### config.mk
export PLATFORM = sky130hd
export DESIGN_NAME = axi4_stream_to_axi4
export DESIGN_NICKNAME = d
export VERILOG_FILES = /design/src/rtl/axi4_stream_to_axi4.sv
export SDC_FILE = /design/constraint.sdc
export NUM_CORES = 1
export LEC_CHECK = 0
export CAP_MARGIN = 20
export CORE_AREA = 2 2 155 157
export DETAILED_ROUTE_END_ITERATION = 6
export DIE_AREA = 0 0 157 159
export PLACE_DENSITY = 0.71
export SYNTH_ARGS = -nofsm -noshare
export SYNTH_HDL_FRONTEND = slang
export SYNTH_SLANG_ARGS = --single-unit
### constraint.sdc
create_clock -name clk_i -period 4.3 [get_ports clk_i]
set_input_delay 0.645 -clock clk_i [delete_from_list [all_inputs] [get_ports clk_i]]
set_output_delay 0.645 -clock clk_i [all_outputs]
set_load 0.02 [all_outputs]
### src/rtl/axi4_stream_to_axi4.sv
// axi4_stream_to_axi4
//   Writes one AXI4-Stream packet into memory through the write channels of
//   an AXI4 master port. Each packet is split into INCR bursts of at most 256
//   beats that never cross a 4 KB boundary; AW, W and B run strictly one burst
//   at a time. The read channel is tied off.
//
// Ports
//   clk_i, rst_i          clock, asynchronous active-high reset
//   pkt_size_i, addr_i    packet length (bytes) and byte address, sampled on start
//   wr_stb_i              start request, honoured only when idle
//   busy_o, done_o, err_o status: busy, end-of-packet pulse, sticky error
//   pkt_*                 AXI4-Stream slave (packet source)
//   mem_aw*/w*/b*         AXI4 write channels (master)
//   mem_ar*/r*            AXI4 read channels, unused and tied off
//   Outputs suffixed _c are combinational; all others come from flops.
module axi4_stream_to_axi4 #(
  parameter int unsigned DATA_WIDTH         = 64,
  parameter int unsigned ADDR_WIDTH         = 32,
  parameter int unsigned ID_WIDTH           = 1,
  parameter int unsigned AWUSER_WIDTH       = 1,
  parameter int unsigned WUSER_WIDTH        = 1,
  parameter int unsigned ARUSER_WIDTH       = 1,
  parameter int unsigned TUSER_WIDTH        = 1,
  parameter int unsigned TDEST_WIDTH        = 1,
  parameter int unsigned MAX_PKT_SIZE_B     = 2048,
  parameter int unsigned MAX_PKT_SIZE_WIDTH = $clog2(MAX_PKT_SIZE_B*4)
) (
  input  logic                          clk_i,
  input  logic                          rst_i,
  input  logic [MAX_PKT_SIZE_WIDTH-1:0] pkt_size_i,
  input  logic [ADDR_WIDTH-1:0]         addr_i,
  input  logic                          wr_stb_i,
  output logic                          busy_o,
  output logic                          done_o,
  output logic                          err_o,
  // stream slave
  input  logic [DATA_WIDTH-1:0]         pkt_tdata_i,
  input  logic                          pkt_tvalid_i,
  output logic                          pkt_tready_c,
  input  logic                          pkt_tlast_i,
  input  logic [TUSER_WIDTH-1:0]        pkt_tuser_i,
  input  logic [TDEST_WIDTH-1:0]        pkt_tdest_i,
  // write address channel
  output logic [ID_WIDTH-1:0]           mem_awid_o,
  output logic [ADDR_WIDTH-1:0]         mem_awaddr_o,
  output logic [7:0]                    mem_awlen_o,
  output logic [2:0]                    mem_awsize_o,
  output logic [1:0]                    mem_awburst_o,
  output logic                          mem_awlock_o,
  output logic [3:0]                    mem_awcache_o,
  output logic [2:0]                    mem_awprot_o,
  output logic [3:0]                    mem_awqos_o,
  output logic [3:0]                    mem_awregion_o,
  output logic [AWUSER_WIDTH-1:0]       mem_awuser_o,
  output logic                          mem_awvalid_o,
  input  logic                          mem_awready_i,
  // write data channel
  output logic [DATA_WIDTH-1:0]         mem_wdata_c,
  output logic [DATA_WIDTH/8-1:0]       mem_wstrb_c,
  output logic                          mem_wlast_c,
  output logic [WUSER_WIDTH-1:0]        mem_wuser_o,
  output logic                          mem_wvalid_c,
  input  logic                          mem_wready_i,
  // write response channel
  input  logic [ID_WIDTH-1:0]           mem_bid_i,
  input  logic [1:0]                    mem_bresp_i,
  input  logic                          mem_bvalid_i,
  output logic                          mem_bready_c,
  // read address channel (tied off)
  output logic [ID_WIDTH-1:0]           mem_arid_o,
  output logic [ADDR_WIDTH-1:0]         mem_araddr_o,
  output logic [7:0]                    mem_arlen_o,
  output logic [2:0]                    mem_arsize_o,
  output logic [1:0]                    mem_arburst_o,
  output logic                          mem_arlock_o,
  output logic [3:0]                    mem_arcache_o,
  output logic [2:0]                    mem_arprot_o,
  output logic [3:0]                    mem_arqos_o,
  output logic [3:0]                    mem_arregion_o,
  output logic [ARUSER_WIDTH-1:0]       mem_aruser_o,
  output logic                          mem_arvalid_o,
  // read data channel (ignored)
  input  logic [ID_WIDTH-1:0]           mem_rid_i,
  input  logic [DATA_WIDTH-1:0]         mem_rdata_i,
  input  logic [1:0]                    mem_rresp_i,
  input  logic                          mem_rlast_i,
  input  logic                          mem_rvalid_i,
  output logic                          mem_rready_o
);

  localparam int unsigned BPW    = DATA_WIDTH / 8;
  localparam int unsigned OFS_W  = $clog2(BPW);
  localparam int unsigned PW     = MAX_PKT_SIZE_WIDTH;
  // wide enough for words_left, the 4 KB distance (up to 4096) and 256
  localparam int unsigned CALC_W = ((PW > 13) ? PW : 13) + 1;

  typedef enum logic [2:0] {
    IDLE_S       = 3'd0,
    CALC_BURST_S = 3'd1,
    ADDR_S       = 3'd2,
    DATA_S       = 3'd3,
    RESP_S       = 3'd4
  } state_e;

  state_e                  state_q, state_d;
  logic [ADDR_WIDTH-1:0]   cur_addr_q, cur_addr_d;
  logic [PW-1:0]           words_left_q, words_left_d;
  logic [8:0]              burst_left_q, burst_left_d;
  logic [BPW-1:0]          last_strb_q, last_strb_d;
  logic [ADDR_WIDTH-1:0]   awaddr_q, awaddr_d;
  logic [7:0]              awlen_q, awlen_d;
  logic                    awvalid_q, awvalid_d;
  logic                    busy_q, busy_d;
  logic                    done_q, done_d;
  logic                    err_q, err_d;

  logic [PW:0]             words_calc_c;
  logic [OFS_W-1:0]        rem_c;
  logic [BPW:0]            strb_hot_c;
  logic [BPW-1:0]          strb_calc_c;
  logic [CALC_W-1:0]       words_to_bnd_c;
  logic [CALC_W-1:0]       burst_len_c;
  logic                    w_hs_c;
  logic                    final_beat_c;

  // Start-time sizing: beat count and strobe for the trailing partial word.
  always_comb begin
    words_calc_c = ({1'b0, pkt_size_i} + (PW+1)'(BPW - 1)) >> OFS_W;
    rem_c        = pkt_size_i[OFS_W-1:0];
    strb_hot_c   = (BPW+1)'(1) << rem_c;
    strb_calc_c  = (rem_c == '0) ? '1 : BPW'(strb_hot_c - (BPW+1)'(1));
  end

  // Burst sizing: min(words_left, 256, words to the next 4 KB boundary).
  always_comb begin
    words_to_bnd_c = CALC_W'((13'h1000 - {1'b0, cur_addr_q[11:0]}) >> OFS_W);
    burst_len_c    = CALC_W'(words_left_q);
    if (words_to_bnd_c < burst_len_c) burst_len_c = words_to_bnd_c;
    if (CALC_W'(256) < burst_len_c)   burst_len_c = CALC_W'(256);
  end

  assign w_hs_c       = pkt_tvalid_i && mem_wready_i;
  assign final_beat_c = (words_left_q == PW'(1));

  // Next-state and register updates.
  always_comb begin
    state_d      = state_q;
    cur_addr_d   = cur_addr_q;
    words_left_d = words_left_q;
    burst_left_d = burst_left_q;
    last_strb_d  = last_strb_q;
    awaddr_d     = awaddr_q;
    awlen_d      = awlen_q;
    awvalid_d    = awvalid_q;
    err_d        = err_q;
    done_d       = 1'b0;

    unique case (state_q)
      IDLE_S: begin
        if (wr_stb_i) begin
          err_d = 1'b0;
          if (pkt_size_i == '0) begin
            // empty packet: report completion without touching the bus
            done_d = 1'b1;
          end else begin
            cur_addr_d   = {addr_i[ADDR_WIDTH-1:OFS_W], OFS_W'(0)};
            words_left_d = PW'(words_calc_c);
            last_strb_d  = strb_calc_c;
            state_d      = CALC_BURST_S;
          end
        end
      end
      CALC_BURST_S: begin
        awaddr_d     = cur_addr_q;
        awlen_d      = 8'(burst_len_c - CALC_W'(1));
        burst_left_d = 9'(burst_len_c);
        awvalid_d    = 1'b1;
        state_d      = ADDR_S;
      end
      ADDR_S: begin
        if (mem_awready_i) begin
          awvalid_d = 1'b0;
          state_d   = DATA_S;
        end
      end
      DATA_S: begin
        if (w_hs_c) begin
          words_left_d = words_left_q - PW'(1);
          burst_left_d = burst_left_q - 9'd1;
          cur_addr_d   = cur_addr_q + ADDR_WIDTH'(BPW);
          // stream framing must agree with the latched length
          if (pkt_tlast_i != final_beat_c) err_d = 1'b1;
          if (burst_left_q == 9'd1) state_d = RESP_S;
        end
      end
      RESP_S: begin
        if (mem_bvalid_i) begin
          if (mem_bresp_i != 2'b00) err_d = 1'b1;
          if (words_left_q != '0) begin
            state_d = CALC_BURST_S;
          end else begin
            state_d = IDLE_S;
            done_d  = 1'b1;
          end
        end
      end
      default: state_d = IDLE_S;
    endcase

    busy_d = (state_d != IDLE_S);
  end

  // State and datapath registers.
  always_ff @(posedge clk_i or posedge rst_i) begin
    if (rst_i) begin
      state_q      <= IDLE_S;
      cur_addr_q   <= '0;
      words_left_q <= '0;
      burst_left_q <= '0;
      last_strb_q  <= '0;
      awaddr_q     <= '0;
      awlen_q      <= '0;
      awvalid_q    <= 1'b0;
      busy_q       <= 1'b0;
      done_q       <= 1'b0;
      err_q        <= 1'b0;
    end else begin
      state_q      <= state_d;
      cur_addr_q   <= cur_addr_d;
      words_left_q <= words_left_d;
      burst_left_q <= burst_left_d;
      last_strb_q  <= last_strb_d;
      awaddr_q     <= awaddr_d;
      awlen_q      <= awlen_d;
      awvalid_q    <= awvalid_d;
      busy_q       <= busy_d;
      done_q       <= done_d;
      err_q        <= err_d;
    end
  end

  // Stream-to-W passthrough; only live while a burst's data phase is open.
  assign pkt_tready_c = (state_q == DATA_S) && mem_wready_i;
  assign mem_wvalid_c = (state_q == DATA_S) && pkt_tvalid_i;
  assign mem_wdata_c  = pkt_tdata_i;
  assign mem_wstrb_c  = final_beat_c ? last_strb_q : '1;
  assign mem_wlast_c  = (state_q == DATA_S) && (burst_left_q == 9'd1);
  assign mem_wuser_o  = '0;
  assign mem_bready_c = (state_q == RESP_S);

  assign busy_o         = busy_q;
  assign done_o         = done_q;
  assign err_o          = err_q;

  assign mem_awid_o     = '0;
  assign mem_awaddr_o   = awaddr_q;
  assign mem_awlen_o    = awlen_q;
  assign mem_awsize_o   = 3'(OFS_W);
  assign mem_awburst_o  = 2'b01;
  assign mem_awlock_o   = 1'b0;
  assign mem_awcache_o  = '0;
  assign mem_awprot_o   = '0;
  assign mem_awqos_o    = '0;
  assign mem_awregion_o = '0;
  assign mem_awuser_o   = '0;
  assign mem_awvalid_o  = awvalid_q;

  assign mem_arid_o     = '0;
  assign mem_araddr_o   = '0;
  assign mem_arlen_o    = '0;
  assign mem_arsize_o   = '0;
  assign mem_arburst_o  = '0;
  assign mem_arlock_o   = 1'b0;
  assign mem_arcache_o  = '0;
  assign mem_arprot_o   = '0;
  assign mem_arqos_o    = '0;
  assign mem_arregion_o = '0;
  assign mem_aruser_o   = '0;
  assign mem_arvalid_o  = 1'b0;
  assign mem_rready_o   = 1'b1;

  // Inputs with no function in a write-only mover.
  logic unused_inputs;
  assign unused_inputs = ^{addr_i[OFS_W-1:0], pkt_tuser_i, pkt_tdest_i, mem_bid_i,
                           mem_rid_i, mem_rdata_i, mem_rresp_i, mem_rlast_i, mem_rvalid_i};

endmodule

==> impl_results.md <==
* Status: completed
* EDFF count, synth at 0
* Layout cell share with drive strength beyond 1 at 7.19%
* Via Count at 6578
* H-tree levels at 3
* First-pass detailed-route iteration total at 5
* Cell-internal power at 2.18 mW
* LEAKAGE at 3.69 nW
* # port buffers at 104
* Fin. Hold Viols at 0
* Sequential-to-total area share from yosys stat at 34.1%
* CP endpoint kind: register
* Clk sinks at 103
* Root buffer cell: clkbuf_16
* DR iter-0 viols at 428
* CP max-delay cell: or4b_4
* Hold Crit Start: last_strb_q[0]
* Setup bufs post-CTS at 0
* Nets@finish at 1204
* Cell Pwr Density at 422 mW/mm^2
* Slew @ Worst Pin at 882 ps
* Die height at 159 microns
* WP data arrival at 4410 ps
* Drt drc at 0
* R2r setup slk at 170 ps
* Final WL at 20900 microns
* CP peak stage delay at 520 ps
* Worst R2R Path Depth at 17
* Most instantiated cells after synthesis: nand2_1, buf_4, dfrtp_1, o21ai_0, nor2_1
* Comb power frac at 41.7%
* Max transition margin at 40.7%
* Fin worst setup slack at 169 ps
* Tcrit/Tclk final at 96.1%
* Setup TNS at 0 ps
* Synth area leader: dfrtp_1
* ANT cells at 0
* Max-slew violation count at 0
* Post-route minimum period at 4130 ps
* Area growth from synthesis to layout at 13.9%
* Syn avg cell area at 7.84 sq um
* Vias in the first global route at 6244
* Vias/cell at 4.98
* Worst Setup SP: cur_addr_q[4]
* CP Data Required Time at 4580 ps
* Ys async rst share at 100%
* HPWL Detailed at 14800 microns
* Top-count cell post-synth: nand2_1
* Top cell type's share of synthesized area at 34.1%
* Maximum clock path buffer count at 2
* Setup Viol. Count Final at 0
* Syn Std Cell Area at 0.00756 sq mm
* Starting Density at 32.6%
* First-pass GRT wire length at 32900 microns
* RSZ-0062 raised after global routing: false
* Startpoint Class: register
* Worst setup path endpoint: mem_awlen_o[4]
* Core box area at 0.0232 sq mm
* R2R Path End: mem_awlen_o[4]
* Sequential standard cell area at 0.00258 sq mm
* Max frequency at 242 MHz
* Total gr overflow at 0
* Critical path class: register to register
* CP bufs+invs at 1
* Max_cap viols at 0
* Critical path's top delay family: compound AO/OA/AOI/OAI gates
* Synth cell types at 66
* Largest net degree at the start of global routing at 77
* Gp weighted congestion at 0.834
* Area of the multi-input gates at 0.00390 sq mm
* DP Worst Slack at 26.3 ps
* GRT Util Overall at 16.5%
* Max VDD drop at 0.000220 V
* Synth Instances at 964
* Post-synthesis register bit count at 103
* Boundary Pins at 400
* CP Depth at 17
* Antenna-violating nets left at 0
* DR WL/cell at 15.8 microns
* Clk slew on worst S/H paths at 70 ps
* Row count at 56
* CTS tree: built
* Crit Path Max Fanout at 5
* Clock buffer count from CTS at 9
* Fill cells at 2400
* Worst skew pair latency at 360 ps
* Sequential power share at 33.1%
* Critical R2R Launch: cur_addr_q[4]
* Chip width at 157 microns
* Final Core Density at 37.1%
* Clock power frac at 25.2%
* Initial antenna violation count at 0
* Critical Path, Cell by Cell: inv_1 -> ha_1 -> or4b_4 -> nor2_2 -> xnor2_2 -> ha_1 -> a211oi_1 -> o31ai_1 -> a21o_1 -> a211oi_2 -> a211oi_2 -> or2_2 -> ha_1 -> and3_1 -> o21ai_0 -> a31oi_1 -> a211oi_2
* Clk_skew at 9.93 ps
* Net Sw Frac at 40.0%
* Yosys warning total at 0
* Hold WC Path Type: register to register
* Die area at 0.0250 sq mm
* Switch Pwr at 1.45 mW
* Synth area leaders: dfrtp_1, buf_4, nand2_1
* Main synth FF type: dfrtp_1
timing repair:
item | 4_1_cts | 5_1_grt
pin swaps | 0 | 1
gates resized for setup | 1 | 4
gates cloned | 0 | 0
hold buffers | 0 | 0
setup endpoints to repair | 2 | 3
cell type report:
class                           count  area share [%]
Clock buffer                       11            2.82
Clock inverter                      5           0.945
Inverter                           25            1.12
Multi-Input combinational cell    719            45.3
Sequential cell                   103            29.9
Tap cell                          319            4.64
Timing Repair Buffer              138            15.2
how the worst min path moves through the flow:
stage                           to  slack [ps]  cells past startpoint
detailed placement  last_strb_q[0]         450                      1
floorplan           last_strb_q[0]         430                      1
CTS                 last_strb_q[0]         460                      1
finish              last_strb_q[0]         460                      1
global placement    last_strb_q[0]         440                      1
global route        last_strb_q[0]         480                      1
kinds of logic (layout without fill, tap and decap cells):
group	Yosys count	in the layout	share of synthesized area, %
AOI/OAI and AO/OA	213	213	17.7
xor gates and xnor gates	22	22	2.55
adders and majority gates	17	17	2.81
buffers and inverters	232	179	19.4
DFF	103	103	34.1
muxes	9	9	1.19
other	2	92	0.0993
and+or+nand+nor	366	366	22.2
cell usage in the layout, fill, tap and decap left out, drive strengths merged, types with 4 or more instances in the layout:
master and instances:
a211oi 8, a21o 4, a21oi 57, a31o 4, a31oi 14, a32oi 14
and2 6, and3 10, buf 34, clkbuf 11, clkdlybuf4s50 104, conb 92
dfrtp 103, ha 17, inv 25, mux2i 9, nand2 162, nand2b 6
nand3 30, nand4 13, nor2 67, nor2b 4, nor3 25, nor4 11
o211ai 4, o21ai 69, o22ai 9, o31ai 4, or3 19, xnor2 17
xor2 5
power groups by stage:
stage	combinational [mW]	sequential [mW]	clock (mW)
6_report	1.51	1.20	0.914
5_1_grt	1.67	1.22	0.972
4_1_cts	1.49	1.20	0.935
3_5_place_dp	1.48	1.22	0
3_3_place_gp	1.46	1.21	0
2_1_floorplan	1.19	1.17	0
metrics by stage:
stage / hold WS [ps] / cell area (sq um) / power, mW / cells
global placement: 444 / 8240 / 2.67 / 1303
finish: 459 / 8610 / 3.63 / 1320
floorplan: 427 / 7920 / 2.36 / 1054
detailed placement: 448 / 8240 / 2.69 / 1303
CTS: 463 / 8560 / 3.62 / 1319
global route: 479 / 8610 / 3.86 / 1320
sequential cells by signal, indices dropped and copies added (netlist names):
signal         cells
last_strb_q        8
burst_left_q       9
cur_addr_q        29
mem_awlen_o        8
err_o              1
busy_o             1
words_left_q      13
mem_awvalid_o      1
done_o             1
state_q            3
mem_awaddr_o      29
layer usage:
metal  part of all wire (%)  GRT usage, %  vias to the layer above
met4                    2.1          6.34                        0
met2                     47          25.8                      242
met1                     45          22.4                     3138
met5                      0             0                        -
met3                    6.1          3.24                       39
li1                       -             -                     3159
worst reg2reg max path: stages (launching register included):
cell	delay, ps
dfrtp_1	380
inv_1	100
ha_1	210
or4b_4	520
nor2_2	140
xnor2_2	170
ha_1	300
a211oi_1	240
o31ai_1	130
a21o_1	230
a211oi_2	270
a211oi_2	100
or2_2	300
ha_1	230
and3_1	150
o21ai_0	210
a31oi_1	140
a211oi_2	230
Note: power is estimated with default switching activity, not from simulation.
